## src/rtl/hidden_cpu_pkg.sv

```systemverilog
// Shared definitions for the HiddenCPU instruction sequencer.
//   - fetch FSM state type
//   - instruction word field positions
//   - bit positions on the synthesised CPU input bus
package hidden_cpu_pkg;

  typedef enum logic [2:0] {
    ST_IDLE   = 3'd0,
    ST_CRST_A = 3'd1,
    ST_CRST_B = 3'd2,
    ST_SETUP  = 3'd3,
    ST_PULSE  = 3'd4,
    ST_SAMPLE = 3'd5
  } fetch_state_e;

  // Instruction word: [1:0] opcode, [3:2] reg0 addr, [5:4] reg1 addr
  localparam int unsigned OPC_LSB = 0;
  localparam int unsigned R0_LSB  = 2;
  localparam int unsigned R1_LSB  = 4;
  localparam int unsigned INSTR_W = 6;

  // CPU input bus layout
  localparam int unsigned CPU_CLK_BIT   = 0;
  localparam int unsigned CPU_RST_BIT   = 1;
  localparam int unsigned CPU_INSTR_LSB = 2;

  function automatic logic [7:0] sat_inc8(input logic [7:0] v);
    return (v == 8'hFF) ? v : v + 8'd1;
  endfunction

endpackage

```

## src/rtl/hidden_cpu_prog_buf.sv

```systemverilog
// Program buffer: DEPTH x INSTR_W flop array, one synchronous write port and
// one asynchronous read port. Contents are deliberately not reset.
//   clk_i    system clock
//   we_i     write enable
//   waddr_i  write address
//   wdata_i  write data
//   raddr_i  read address
//   rdata_o  read data (combinational)
module hidden_cpu_prog_buf
  import hidden_cpu_pkg::*;
#(
  parameter int unsigned DEPTH  = 16,
  parameter int unsigned ADDR_W = 4
) (
  input  logic               clk_i,
  input  logic               we_i,
  input  logic [ADDR_W-1:0]  waddr_i,
  input  logic [INSTR_W-1:0] wdata_i,
  input  logic [ADDR_W-1:0]  raddr_i,
  output logic [INSTR_W-1:0] rdata_o
);

  logic [INSTR_W-1:0] mem_q [DEPTH];

  always_ff @(posedge clk_i) begin
    if (we_i) begin
      mem_q[waddr_i] <= wdata_i;
    end
  end

  assign rdata_o = mem_q[raddr_i];

endmodule

```

## src/rtl/hidden_cpu_fetch.sv

```systemverilog
// Instruction sequencer for HiddenRoom_HiddenCPU. Holds a program loaded over
// a valid/ready port and synthesises the CPU input bus (clk, rst, instr),
// reading the CPU output bus back as the program counter.
//   clk, rst          system clock, async active-low reset
//   load_valid/data   program word offer; load_ready accepts (IDLE, not full)
//   load_clear        empty the buffer (IDLE only)
//   run, step         free-run level / single-step pulse
//   pc_in             CPU output bus, read as PC
//   cpu_in            CPU input bus: [0] clk, [1] rst, [7:2] instruction
//   busy, halted      FSM not idle / PC left the loaded program (sticky)
//   fill_count        words loaded
//   step_count        instructions executed, saturating at 255
module hidden_cpu_fetch
  import hidden_cpu_pkg::*;
#(
  parameter int unsigned DEPTH       = 16,
  parameter int unsigned ADDR_W      = 4,
  parameter int unsigned HOLD_CYCLES = 1
) (
  input  logic              clk,
  input  logic              rst,
  input  logic              load_valid,
  input  logic [5:0]        load_data,
  output logic              load_ready,
  input  logic              load_clear,
  input  logic              run,
  input  logic              step,
  input  logic [7:0]        pc_in,
  output logic [7:0]        cpu_in,
  output logic              busy,
  output logic              halted,
  output logic [ADDR_W:0]   fill_count,
  output logic [7:0]        step_count
);

  localparam logic [ADDR_W:0] DEPTH_C   = (ADDR_W+1)'(DEPTH);
  localparam logic [3:0]      HOLD_INIT = 4'(HOLD_CYCLES - 1);

  fetch_state_e       state_q, state_d;
  logic [ADDR_W:0]    fill_q, fill_d;
  logic [7:0]         step_q, step_d;
  logic [7:0]         pc_q, pc_d;
  logic               halted_q, halted_d;
  logic               need_rst_q, need_rst_d;
  logic [3:0]         hold_q, hold_d;

  logic               in_idle;
  logic               buf_we;
  logic               start;
  logic               pc_oob;
  logic [INSTR_W-1:0] rd_instr;
  logic [INSTR_W-1:0] instr_vis;

  assign in_idle    = (state_q == ST_IDLE);
  assign load_ready = in_idle && (fill_q < DEPTH_C);
  assign buf_we     = load_ready && load_valid && !load_clear;
  assign start      = (run || step) && (fill_q != '0) && !halted_q && !load_clear;
  assign pc_oob     = (pc_q >= 8'(fill_q));

  hidden_cpu_prog_buf #(
    .DEPTH  (DEPTH),
    .ADDR_W (ADDR_W)
  ) u_buf (
    .clk_i   (clk),
    .we_i    (buf_we),
    .waddr_i (fill_q[ADDR_W-1:0]),
    .wdata_i (load_data),
    .raddr_i (pc_q[ADDR_W-1:0]),
    .rdata_o (rd_instr)
  );

  always_comb begin
    state_d    = state_q;
    fill_d     = fill_q;
    step_d     = step_q;
    pc_d       = pc_q;
    halted_d   = halted_q;
    need_rst_d = need_rst_q;
    hold_d     = HOLD_INIT;

    unique case (state_q)
      ST_IDLE: begin
        if (load_clear) begin
          fill_d     = '0;
          step_d     = '0;
          halted_d   = 1'b0;
          need_rst_d = 1'b1;
        end else if (buf_we) begin
          fill_d     = fill_q + 1'b1;
          need_rst_d = 1'b1;
        end
        // A word written in the start cycle changes the program, so it also
        // forces the CPU reset sequence.
        if (start) begin
          state_d = (need_rst_q || buf_we) ? ST_CRST_A : ST_SETUP;
        end
      end
      ST_CRST_A: state_d = ST_CRST_B;
      ST_CRST_B: begin
        pc_d       = '0;
        need_rst_d = 1'b0;
        state_d    = ST_SETUP;
      end
      ST_SETUP: begin
        if (pc_oob) begin
          halted_d = 1'b1;
          state_d  = ST_IDLE;
        end else if (hold_q == '0) begin
          state_d = ST_PULSE;
        end else begin
          hold_d = hold_q - 1'b1;
        end
      end
      ST_PULSE: state_d = ST_SAMPLE;
      ST_SAMPLE: begin
        pc_d    = pc_in;
        step_d  = sat_inc8(step_q);
        state_d = run ? ST_SETUP : ST_IDLE;
      end
      default: state_d = ST_IDLE;
    endcase
  end

  always_ff @(posedge clk or negedge rst) begin
    if (!rst) begin
      state_q    <= ST_IDLE;
      fill_q     <= '0;
      step_q     <= '0;
      pc_q       <= '0;
      halted_q   <= 1'b0;
      need_rst_q <= 1'b1;
      hold_q     <= HOLD_INIT;
    end else begin
      state_q    <= state_d;
      fill_q     <= fill_d;
      step_q     <= step_d;
      pc_q       <= pc_d;
      halted_q   <= halted_d;
      need_rst_q <= need_rst_d;
      hold_q     <= hold_d;
    end
  end

  // cpu_in is decoded from registered state only, so it drops with the async
  // reset and the instruction bits stay constant from SETUP through SAMPLE.
  // An out-of-range PC never reaches the bus: it shows zero while halting.
  assign instr_vis = pc_oob ? '0 : rd_instr;

  always_comb begin
    cpu_in = '0;
    unique case (state_q)
      ST_CRST_A: cpu_in[CPU_RST_BIT] = 1'b1;
      ST_CRST_B: begin
        cpu_in[CPU_RST_BIT] = 1'b1;
        cpu_in[CPU_CLK_BIT] = 1'b1;
      end
      ST_SETUP, ST_SAMPLE: cpu_in[CPU_INSTR_LSB +: INSTR_W] = instr_vis;
      ST_PULSE: begin
        cpu_in[CPU_INSTR_LSB +: INSTR_W] = instr_vis;
        cpu_in[CPU_CLK_BIT]              = 1'b1;
      end
      default: cpu_in = '0;
    endcase
  end

  assign busy       = !in_idle;
  assign halted     = halted_q;
  assign fill_count = fill_q;
  assign step_count = step_q;

endmodule

```

## config.mk

```make
export PLATFORM = sky130hd
export DESIGN_NAME = hidden_cpu_fetch
export DESIGN_NICKNAME = d
export VERILOG_FILES = /design/src/rtl/hidden_cpu_pkg.sv /design/src/rtl/hidden_cpu_prog_buf.sv /design/src/rtl/hidden_cpu_fetch.sv
export SDC_FILE = /design/constraint.sdc
export NUM_CORES = 1
export LEC_CHECK = 0
export CAP_MARGIN = 40
export CORE_MARGIN = 3
export CORE_UTILIZATION = 47
export CTS_CLUSTER_SIZE = 14
export DETAILED_ROUTE_END_ITERATION = 8
export PLACE_DENSITY = 0.8
export SETUP_SLACK_MARGIN = 0.4
export SLEW_MARGIN = 20
export SYNTH_ARGS = -nofsm -noshare
export SYNTH_HDL_FRONTEND = slang
export SYNTH_SLANG_ARGS = --single-unit
```

## constraint.sdc

```tcl
create_clock -name clk -period 2 [get_ports clk]
set_input_delay 0.3 -clock clk [delete_from_list [all_inputs] [get_ports clk]]
set_output_delay 0.3 -clock clk [all_outputs]
set_load 0.005 [all_outputs]
```

==> reports/results.ini, run 1 <==
[run_status]
status=finished with violations
violations=setup timing

[power_and_ir_drop]
p_seq_frac=0.270
ir_drop_mv=0.818
switching_power_w=0.00395
internal_power_w=0.00772
p_comb_frac=0.446
leakage_nw=3.10
p_clk_frac=0.284
p_per_area_nw_per_um2=1400
switching_share=0.339

[timing]
fin_crit_ns=2.71
finClkSkew_ns=0.0137
fmax_ghz=0.369
hold_slack_ns=0.290
grt_setup_unrepaired=true
tightest_slew_ns=0.785
maxSlewViolCount=0
slew_headroom=0.476
finalSetupViolCount=37
setup_slack_ns=-0.710
tns_ns=-5.28
fin_crit_sh=1.35
hold_viol_final=0

[synthesis]
yosys_warnings=0
syn_inst=358
synth_seq_cells=126
yosys.area_share.simple=0.0828
syn_area_um2=5530
seq_area_frac_synth=0.657
synth_xor_area_frac=0.00633
syn_area_per_cell_um2=15.5
synth_compound_area_frac=0.0803
synth_edf_count=96
async_reset_ff_frac=0.238
ys.flop_type=edfxtp_1
synth-adder-area-share=0.0249
syn-num-nets=389
synth_top_family_by_area=multiplexers
yosysUniqueCellTypes=47
synthMuxAreaShare=0.117

[routing]
avgRoutedWirePerCell_um=26.9
routed_wl_mm=17.8
drt_iter0_drc=428
firstDrtPassIters=5
top_layer=met4
dr_wl_met3_mm=1.46
wl_met2_mm=8.87
drt-met1-wl_mm=6.84
dr_total_vias=4220
drc=0
viasPerCell=6.37
detail-route-antenna-nets=0

[die]
core_area_um2=11200
row_count=38
die_y_um=114
chipWidth_um=114
io_pins=44
start_util=0.495
dieArea_um2=13100

[critical_path]
end_kind=primary output
crit_path_start_kind=flop
crit_required_ns=1.70
cp.arrival_ns=2.41
worstSetupPathType=flop to primary output
crit_path_max_fanout=9

[cts]
clk_pin_slew_ns=0.06
clk_latency_ns=0.43
cts_hold_buf=0
tritoncts=yes
cts-buffers-inserted=17
htreeDepth=4
cts_root_buf=clkbuf_16
clockBufferDepth=2
cts.sink_count=126

[global_route]
overflow=0
grt_pass1_wl_mm=24.9
grt_pass1_vias=4249
grt_max_degree=31
grt_util_all_layers=0.257
antenna_found_initial=0

[final_layout]
syn_to_final_growth_pct=50.1
diodes=0
fill_cells=526
stdcell_count=663
nets=541
drive_gt1_frac=0.489

[placement]
io_buffers=43
finalWeightedCongestion=0.878
post-place-cells=578
hpwl_mm=8.48

[run]
drv_cap=0

[worst_hold_path]
hold_path.class=primary input to asynchronous set/reset pin

## cells in the mapped netlist (6+ instances only)
library cell  number  area, um^2
edfxtp_1          96        2880
dfrtp_1           29         726
a211oi_1          14         105
mux4_1            13         342
nor3_1            10        50.1
ha_1              11         138
mux4_2            11         248
mux2i_1            6        60.1
nand2_1           16        60.1
o21ai_0            7        35.0
a21oi_1           15        75.1
inv_1             12        45.0
nor2_1            31         116
o22ai_1           13        81.3
nand3_1            6        30.0
## sequential cells by signal, indices dropped and copies added, names as in the netlist
name,cells
state_q,3
fill_count,5
pc_q,8
halted,1
u_buf.mem_q,96
hold_q,4
step_count,8
need_rst_q,1
## metrics by stage
| stage | utilization | total power [W] | area, um^2 | setup slack, ns |
|---|---|---|---|---|
| 2_1_floorplan | - | 0.00504 | 5750 | -0.0349 |
| 3_3_place_gp | 0.596 | 0.00625 | 6660 | -0.466 |
| 3_5_place_dp | 0.596 | 0.00635 | 6660 | -0.503 |
| 4_1_cts | 0.712 | 0.0106 | 7950 | -0.699 |
| 5_1_grt | 0.743 | 0.0120 | 8300 | -0.802 |
| 6_report | 0.743 | 0.0117 | 8300 | -0.710 |
## power by group through the flow
stage | Sequential, W | Clock (W) | Combinational (W)
CTS | 0.00311 | 0.00324 | 0.00428
floorplan | 0.00316 | 0 | 0.00188
detailed placement | 0.00316 | 0 | 0.00319
finish | 0.00315 | 0.00332 | 0.00520
global placement | 0.00315 | 0 | 0.00310
global route | 0.00316 | 0.00343 | 0.00542
## worst paths after layout
kind,slack [ns],to,cells past startpoint,from
worst min register to register,0.51,hold_q[0],1,hold_q[0]
worst min-delay path,0.29,halted,2,rst
worst max-delay path,-0.71,cpu_in[3],8,pc_q[2]
max in group asynchronous,1.38,state_q[2],2,rst
min in group clk,0.51,hold_q[0],1,hold_q[0]
worst max register to register,-0.10,state_q[1],10,pc_q[2]
## logic make-up (layout without fill, tap and decap cells)
kind of cell / after synthesis / count (layout)
adder cells (fa/ha/maj): 11 / 11
XOR/XNOR: 4 / 4
multiplexers: 30 / 30
AO/OA/AOI/OAI: 67 / 67
flip-flops: 126 / 126
AND/OR/NAND/NOR: 89 / 89
buffers and inverters: 31 / 196
## timing repair
action	in CTS	in global routing
endpoints found under the setup margin	133	143
setup buffers	41	12
endpoints found under the hold margin	0	0
pin swaps	28	26
gates resized for setup	138	59
cloned	0	0
## critical path: stages, from the launching register on
cell and delay (ns):
dfrtp_1 0.41, buf_12 0.16, ha_1 0.28, o21a_1 0.22
o21ai_4 0.19, o221ai_4 0.20, buf_6 0.18, a211oi_4 0.18
buf_2 0.16
## cells in the final DEF (no fill, tap or decap), types with 4 or more instances in the layout
cell type	count
a211oi_2	11
a21oi_1	11
and2b_1	4
buf_12	4
buf_2	9
buf_4	64
buf_6	40
bufinv_16	4
clkbuf_16	17
clkdlybuf4s50_1	20
dfrtp_1	28
dlygate4sd2_1	5
dlymetal6s2s_1	5
edfxtp_1	96
ha_1	8
inv_1	11
mux2i_1	5
mux4_1	11
mux4_2	13
nand2_1	10
nand2_8	5
nor2_1	15
nor2_4	13
nor2b_1	4
nor3_2	4
nor3_4	6
o21ai_1	4
o22ai_2	8
o22ai_4	5
## per-layer routing
| layer | up-vias | global-route usage |
|---|---|---|
| met4 | 0 | 0.107 |
| met3 | 58 | 0.0608 |
| li1 | 1723 | - |
| met2 | 273 | 0.431 |
| met5 | - | 0 |
| met1 | 2166 | 0.322 |
## final cells by class
class	instances	area (um^2)	area share
Multi-Input combinational cell	201	2430	0.292
Tap cell	140	175	0.0211
Sequential cell	126	3640	0.438
Clock buffer	19	433	0.0521
Timing Repair Buffer	151	1400	0.168
Clock inverter	13	188	0.0226
Inverter	13	48.8	0.00588
No activity file was read; power rests on OpenSTA's default activity.
==> run 2: changes to the inputs <==
--- a/config.mk
+++ b/config.mk
@@ -6,11 +6,11 @@
 export NUM_CORES = 1
 export LEC_CHECK = 0
 export CAP_MARGIN = 40
-export CORE_MARGIN = 3
-export CORE_UTILIZATION = 47
+export CORE_MARGIN = 8
+export CORE_UTILIZATION = 50
 export CTS_CLUSTER_SIZE = 14
 export DETAILED_ROUTE_END_ITERATION = 8
-export PLACE_DENSITY = 0.8
+export PLACE_DENSITY = 0.81
 export SETUP_SLACK_MARGIN = 0.4
 export SLEW_MARGIN = 20
 export SYNTH_ARGS = -nofsm -noshare
==> constraint.sdc (replaced) <==
create_clock -name clk -period 3 [get_ports clk]
set_input_delay 0.45 -clock clk [delete_from_list [all_inputs] [get_ports clk]]
set_output_delay 0.45 -clock clk [all_outputs]
set_load 0.005 [all_outputs]
==> reports/results.ini, run 2 (synthesized netlist as in run 1, its figures left out) <==
[cts]
cts-buffers-inserted=17  ; unchanged
htreeDepth=4  ; unchanged
cts_root_buf=clkbuf_8  ; was clkbuf_16
clockBufferDepth=2  ; unchanged
tritoncts=yes  ; unchanged
clk_pin_slew_ns=0.06  ; about the same
cts_hold_buf=0  ; unchanged
clk_latency_ns=0.52  ; was 0.43 ns
cts.sink_count=126  ; unchanged

[timing]
maxSlewViolCount=0  ; unchanged
fin_crit_ns=2.94
fin_crit_sh=0.980
tightest_slew_ns=0.687  ; was 0.785 ns
slew_headroom=0.540  ; was 0.476
hold_viol_final=0  ; unchanged
tns_ns=0  ; was -5.28 ns
fmax_ghz=0.340
grt_setup_unrepaired=true  ; unchanged
finalSetupViolCount=0  ; was 37
finClkSkew_ns=0.00754  ; was 0.0137 ns

[power_and_ir_drop]
leakage_nw=2.42  ; was 3.10 nW
ir_drop_mv=0.524  ; was 0.818 mV
switching_power_w=0.00190  ; was 0.00395 W
p_comb_frac=0.318  ; was 0.446
p_per_area_nw_per_um2=845  ; was 1400 nW/um^2
p_clk_frac=0.319  ; was 0.284
internal_power_w=0.00394  ; was 0.00772 W
p_seq_frac=0.363  ; was 0.270
switching_share=0.326  ; was 0.339

[die]
chipWidth_um=121  ; was 114 um
row_count=38  ; unchanged
dieArea_um2=14700  ; was 13100 um^2
io_pins=44  ; unchanged
start_util=0.510  ; was 0.495
core_area_um2=10800  ; was 11200 um^2
die_y_um=121  ; was 114 um

[placement]
finalWeightedCongestion=0.920  ; was 0.878
io_buffers=43  ; unchanged
hpwl_mm=8.02  ; was 8.48 mm

[global_route]
antenna_found_initial=0  ; unchanged
grt_use_met1=0.222  ; was 0.322
grt_pass1_wl_mm=19.8  ; was 24.9 mm
grt_pass1_vias=3662  ; was 4249
met2_usage=0.296  ; was 0.431
grt_max_degree=31  ; unchanged
overflow=0  ; unchanged
met3_usage=0.0540  ; was 0.0608
top_usage_layer=met2  ; unchanged
grt_util_all_layers=0.179  ; was 0.257

[critical_path]
worstSetupPathType=flop to primary output  ; unchanged
timing.rr.end=u_buf.mem_q[8][2]  ; was state_q[1]
cp.arrival_ns=2.49  ; was 2.41 ns
r2r_start=state_q[1]  ; was pc_q[2]
regToRegSetupSlack_ns=0.80  ; was -0.10 ns
crit_path_max_fanout=4  ; was 9
crit_path_start_kind=flop  ; unchanged
r2r_cells=5  ; was 10
crit_required_ns=2.55  ; was 1.70 ns
end_kind=primary output  ; unchanged

[final_layout]
largest_register=u_buf.mem_q  ; unchanged
drive_gt1_frac=0.226  ; was 0.489
nets=465  ; was 541
largest_register_ffs=96  ; unchanged
diodes=0  ; unchanged
fill_cells=773  ; was 526
postLayoutCoreUtil=0.637  ; was 0.743
final_common_cell=edfxtp_1  ; unchanged
mostFrequentLayoutCells=edfxtp_1 (96), clkdlybuf4s50_1 (37), nor2_1 (31)  ; was edfxtp_1 (96), buf_4 (64), buf_6 (40)
syn_to_final_growth_pct=24.9  ; was 50.1%

[routing]
firstDrtPassIters=5  ; unchanged
drt_iter0_drc=389  ; was 428
dr_total_vias=3491  ; was 4220
drc=0  ; unchanged
detail-route-antenna-nets=0  ; unchanged
avgRoutedWirePerCell_um=21.1  ; was 26.9 um
viasPerCell=5.95  ; was 6.37
routed_wl_mm=12.4  ; was 17.8 mm

[run]
drv_cap=0  ; unchanged

[worst_hold_path]
hold_path.class=primary input to asynchronous set/reset pin  ; unchanged

[run_status]
status=complete, no violations  ; was finished with violations

==> run 2: cell type report <==
type / count / area, um^2 / area share
Clock buffer: 17 / 414 / 0.0599
Clock inverter: 15 / 126 / 0.0183
Inverter: 13 / 48.8 / 0.00706
Multi-Input combinational cell: 201 / 1820 / 0.263
Sequential cell: 126 / 3640 / 0.526
Tap cell: 140 / 175 / 0.0253
Timing Repair Buffer: 75 / 689 / 0.0998
==> run 2: worst max-delay path by stage <==
stage                  start        end  slack [ns]  depth (start not counted)
6_report       fill_count[0]  cpu_in[2]        0.06                          7
5_1_grt        fill_count[0]  cpu_in[3]       -0.01                          7
3_5_place_dp   fill_count[0]  cpu_in[5]        0.07                          7
3_3_place_gp   fill_count[0]  cpu_in[6]        0.16                          6
2_1_floorplan        pc_q[0]  cpu_in[6]        0.63                          7
4_1_cts        fill_count[0]  cpu_in[3]        0.09                          7
==> run 2: routing by layer <==
metal | vias up | routed length, um
li1 | 1571 | -
met4 | 0 | 100
met5 | - | 0
met1 | 1750 | 5120
met2 | 159 | 6290
met3 | 11 | 848
==> run 2: what timing repair did <==
item	4_1_cts	5_1_grt
endpoints found under the setup margin	8	6
pin swaps	6	3
buffers inserted	6	2
gates resized for setup	43	2
cloned	1	0
==> run 2: power groups by stage <==
stage / clock [W] / combinational [W] / sequential (W)
final: 0.00186 / 0.00186 / 0.00212
after global routing: 0.00197 / 0.00200 / 0.00213
after CTS: 0.00189 / 0.00180 / 0.00211
after detailed placement: 0 / 0.00158 / 0.00214
after global placement: 0 / 0.00155 / 0.00213
after floorplan: 0 / 0.00106 / 0.00210
==> run 2: through the flow <==
step                instance area [um^2]  power (W)  std cells  hold WS [ns]  setup WS [ns]
floorplan                           5530    0.00316        358         0.154          0.628
global placement                    6200    0.00369        546         0.452          0.165
detailed placement                  6200    0.00373        546         0.462         0.0710
CTS                                 6880    0.00580        585         0.321         0.0925
global route                        6910    0.00610        587         0.324        -0.0105
finish                              6910    0.00584        587         0.329         0.0587
==> run 2: worst max-delay path, cell delays in order, from the launching register on <==
cell and delay, ns:
dfrtp_1 0.39, ha_1 0.30, nand2b_4 0.15, a2111oi_4 0.40
o221ai_2 0.20, buf_6 0.18, a211oi_2 0.19, buf_2 0.16
==> run 3: changes to the inputs <==
--- a/config.mk
+++ b/config.mk
@@ -10,7 +10,7 @@
 export CORE_UTILIZATION = 50
 export CTS_CLUSTER_SIZE = 14
 export DETAILED_ROUTE_END_ITERATION = 8
-export PLACE_DENSITY = 0.81
+export PLACE_DENSITY = 0.74
 export SETUP_SLACK_MARGIN = 0.4
 export SLEW_MARGIN = 20
 export SYNTH_ARGS = -nofsm -noshare
==> reports/results.ini, run 3 (synthesized netlist as in run 1, its figures left out) <==
[timing]
hold_viol_final=0  ; unchanged
slew_headroom=0.542  ; was 0.540
tightest_slew_ns=0.684  ; was 0.687 ns
fmax_ghz=0.341  ; was 0.340 GHz
fin_crit_sh=0.976  ; was 0.980
maxSlewViolCount=0  ; unchanged
grt_setup_unrepaired=true  ; unchanged
finalSetupViolCount=0  ; unchanged
finClkSkew_ns=0.0103  ; was 0.00754 ns
fin_crit_ns=2.93  ; was 2.94 ns

[critical_path]
crit_path_end=cpu_in[7]  ; was cpu_in[2]
cp.arrival_ns=2.48  ; was 2.49 ns
crit_required_ns=2.55  ; about the same
worstSetupPathType=flop to primary output  ; unchanged
startpoint=pc_q[0]  ; was fill_count[0]
crit_path_max_fanout=6  ; was 4
r2r_cells=6  ; was 5
end_kind=primary output  ; unchanged
timing.rr.end=u_buf.mem_q[14][4]  ; was u_buf.mem_q[8][2]
r2r_start=state_q[1]  ; unchanged
crit_path_start_kind=flop  ; unchanged
regToRegSetupSlack_ns=0.71  ; was 0.80 ns

[cts]
clockBufferDepth=2  ; unchanged
cts_hold_buf=0  ; unchanged
cts.sink_count=126  ; unchanged
htreeDepth=4  ; unchanged
cts-buffers-inserted=17  ; unchanged
clk_latency_ns=0.52  ; about the same
cts_root_buf=clkbuf_8  ; unchanged
tritoncts=yes  ; unchanged
clk_pin_slew_ns=0.06  ; about the same

[die]
io_pins=44  ; unchanged
chipWidth_um=121  ; unchanged
dieArea_um2=14700  ; unchanged
start_util=0.510  ; unchanged
row_count=38  ; unchanged
core_area_um2=10800  ; unchanged
die_y_um=121  ; unchanged

[placement]
finalWeightedCongestion=0.862  ; was 0.920
hpwl_mm=7.80  ; was 8.02 mm
post-place-cells=549  ; was 546
io_buffers=43  ; unchanged

[global_route]
grt_pass1_wl_mm=19.3  ; was 19.8 mm
overflow=0  ; unchanged
grt_max_degree=31  ; unchanged
grt_util_all_layers=0.175  ; was 0.179
grt_pass1_vias=3509  ; was 3662
antenna_found_initial=0  ; unchanged

[final_layout]
diodes=0  ; unchanged
syn_to_final_growth_pct=25.9  ; was 24.9%
nets=466  ; was 465
fill_cells=776  ; was 773
drive_gt1_frac=0.241  ; was 0.226
postLayoutCoreUtil=0.643  ; was 0.637
largest_register=u_buf.mem_q  ; unchanged
stdcell_count=588  ; was 587
final_common_cell=edfxtp_1  ; unchanged
mostFrequentLayoutCells=edfxtp_1 (96), clkdlybuf4s50_1 (36), nor2_1 (31)  ; was edfxtp_1 (96), clkdlybuf4s50_1 (37), nor2_1 (31)
largest_register_ffs=96  ; unchanged

[routing]
drc=0  ; unchanged
detail-route-antenna-nets=0  ; unchanged
routed_wl_mm=12.5  ; was 12.4 mm
dr_total_vias=3483  ; was 3491
firstDrtPassIters=5  ; unchanged
avgRoutedWirePerCell_um=21.2  ; was 21.1 um
viasPerCell=5.92  ; was 5.95
drt_iter0_drc=350  ; was 389

[run_status]
status=complete, no violations  ; unchanged

[power_and_ir_drop]
ir_drop_mv=0.515  ; was 0.524 mV
p_per_area_nw_per_um2=848  ; was 845 nW/um^2
leakage_nw=2.46  ; was 2.42 nW

[run]
drv_cap=0  ; unchanged

[worst_hold_path]
hold_path.class=primary input to asynchronous set/reset pin  ; unchanged

[run 3: critical path: stages (launching register included)]
cell and delay, ns:
dfrtp_1 0.35, inv_1 0.05, ha_1 0.27, nand2b_4 0.15, a2111oi_4 0.40, o221ai_2 0.14
buf_6 0.19, a211oi_4 0.25, buf_2 0.16
[run 3: how the worst min path moves through the flow]
stage                         start             to  slack [ns]  cells after the start
final                           rst  step_count[3]        0.35                      2
after CTS                       rst  step_count[2]        0.35                      2
after detailed placement  hold_q[0]      hold_q[0]        0.46                      1
after floorplan                 rst  fill_count[0]        0.15                      0
after global routing            rst  step_count[1]        0.38                      2
after global placement    hold_q[0]      hold_q[0]        0.45                      1
[run 3: cell type report]
cell class	instances	area, um^2	area share
flip-flops and latches	126	3640	0.522
clock buffers	18	418	0.0600
clock inverters	14	133	0.0190
well taps	140	175	0.0251
repair buffers	76	699	0.100
inverters	13	51.3	0.00736
multi-input cells	201	1850	0.266
[run 3: power by group]
group | total [W] | switching (W) | internal [W]
registers | 0.00211 | 0.000104 | 0.00200
logic | 0.00190 | 0.00101 | 0.000892
clock network | 0.00189 | 0.000781 | 0.00111
total | 0.00591 | 0.00190 | 0.00401
[run 3: timing repair]
action / CTS / global route
setup endpoints to repair: 9 / 8
gates cloned: 1 / 0
pin swaps: 9 / 4
resized for setup: 45 / 9
buffers inserted: 4 / 2
[run 3: metal layers]
metal / wire length (um) / vias up / share of wire / track usage
li1: - / 1574 / - / -
met1: 5340 / 1767 / 0.43 / 0.217
met2: 6220 / 127 / 0.50 / 0.286
met3: 794 / 15 / 0.064 / 0.0619
met4: 145 / 0 / 0.012 / 0.0478
met5: 0 / - / 0 / 0
[run 3: metrics by stage]
stage	cell area, um^2	power, W	setup TNS [ns]	hold slack, ns	setup WS [ns]
floorplan	5530	0.00316	0	0.154	0.628
global placement	6220	0.00368	0	0.453	0.117
detailed placement	6220	0.00373	0	0.456	0.0828
CTS	6910	0.00582	0	0.346	0.130
global route	6970	0.00617	-0.0321	0.380	-0.0241
finish	6970	0.00591	0	0.346	0.0709
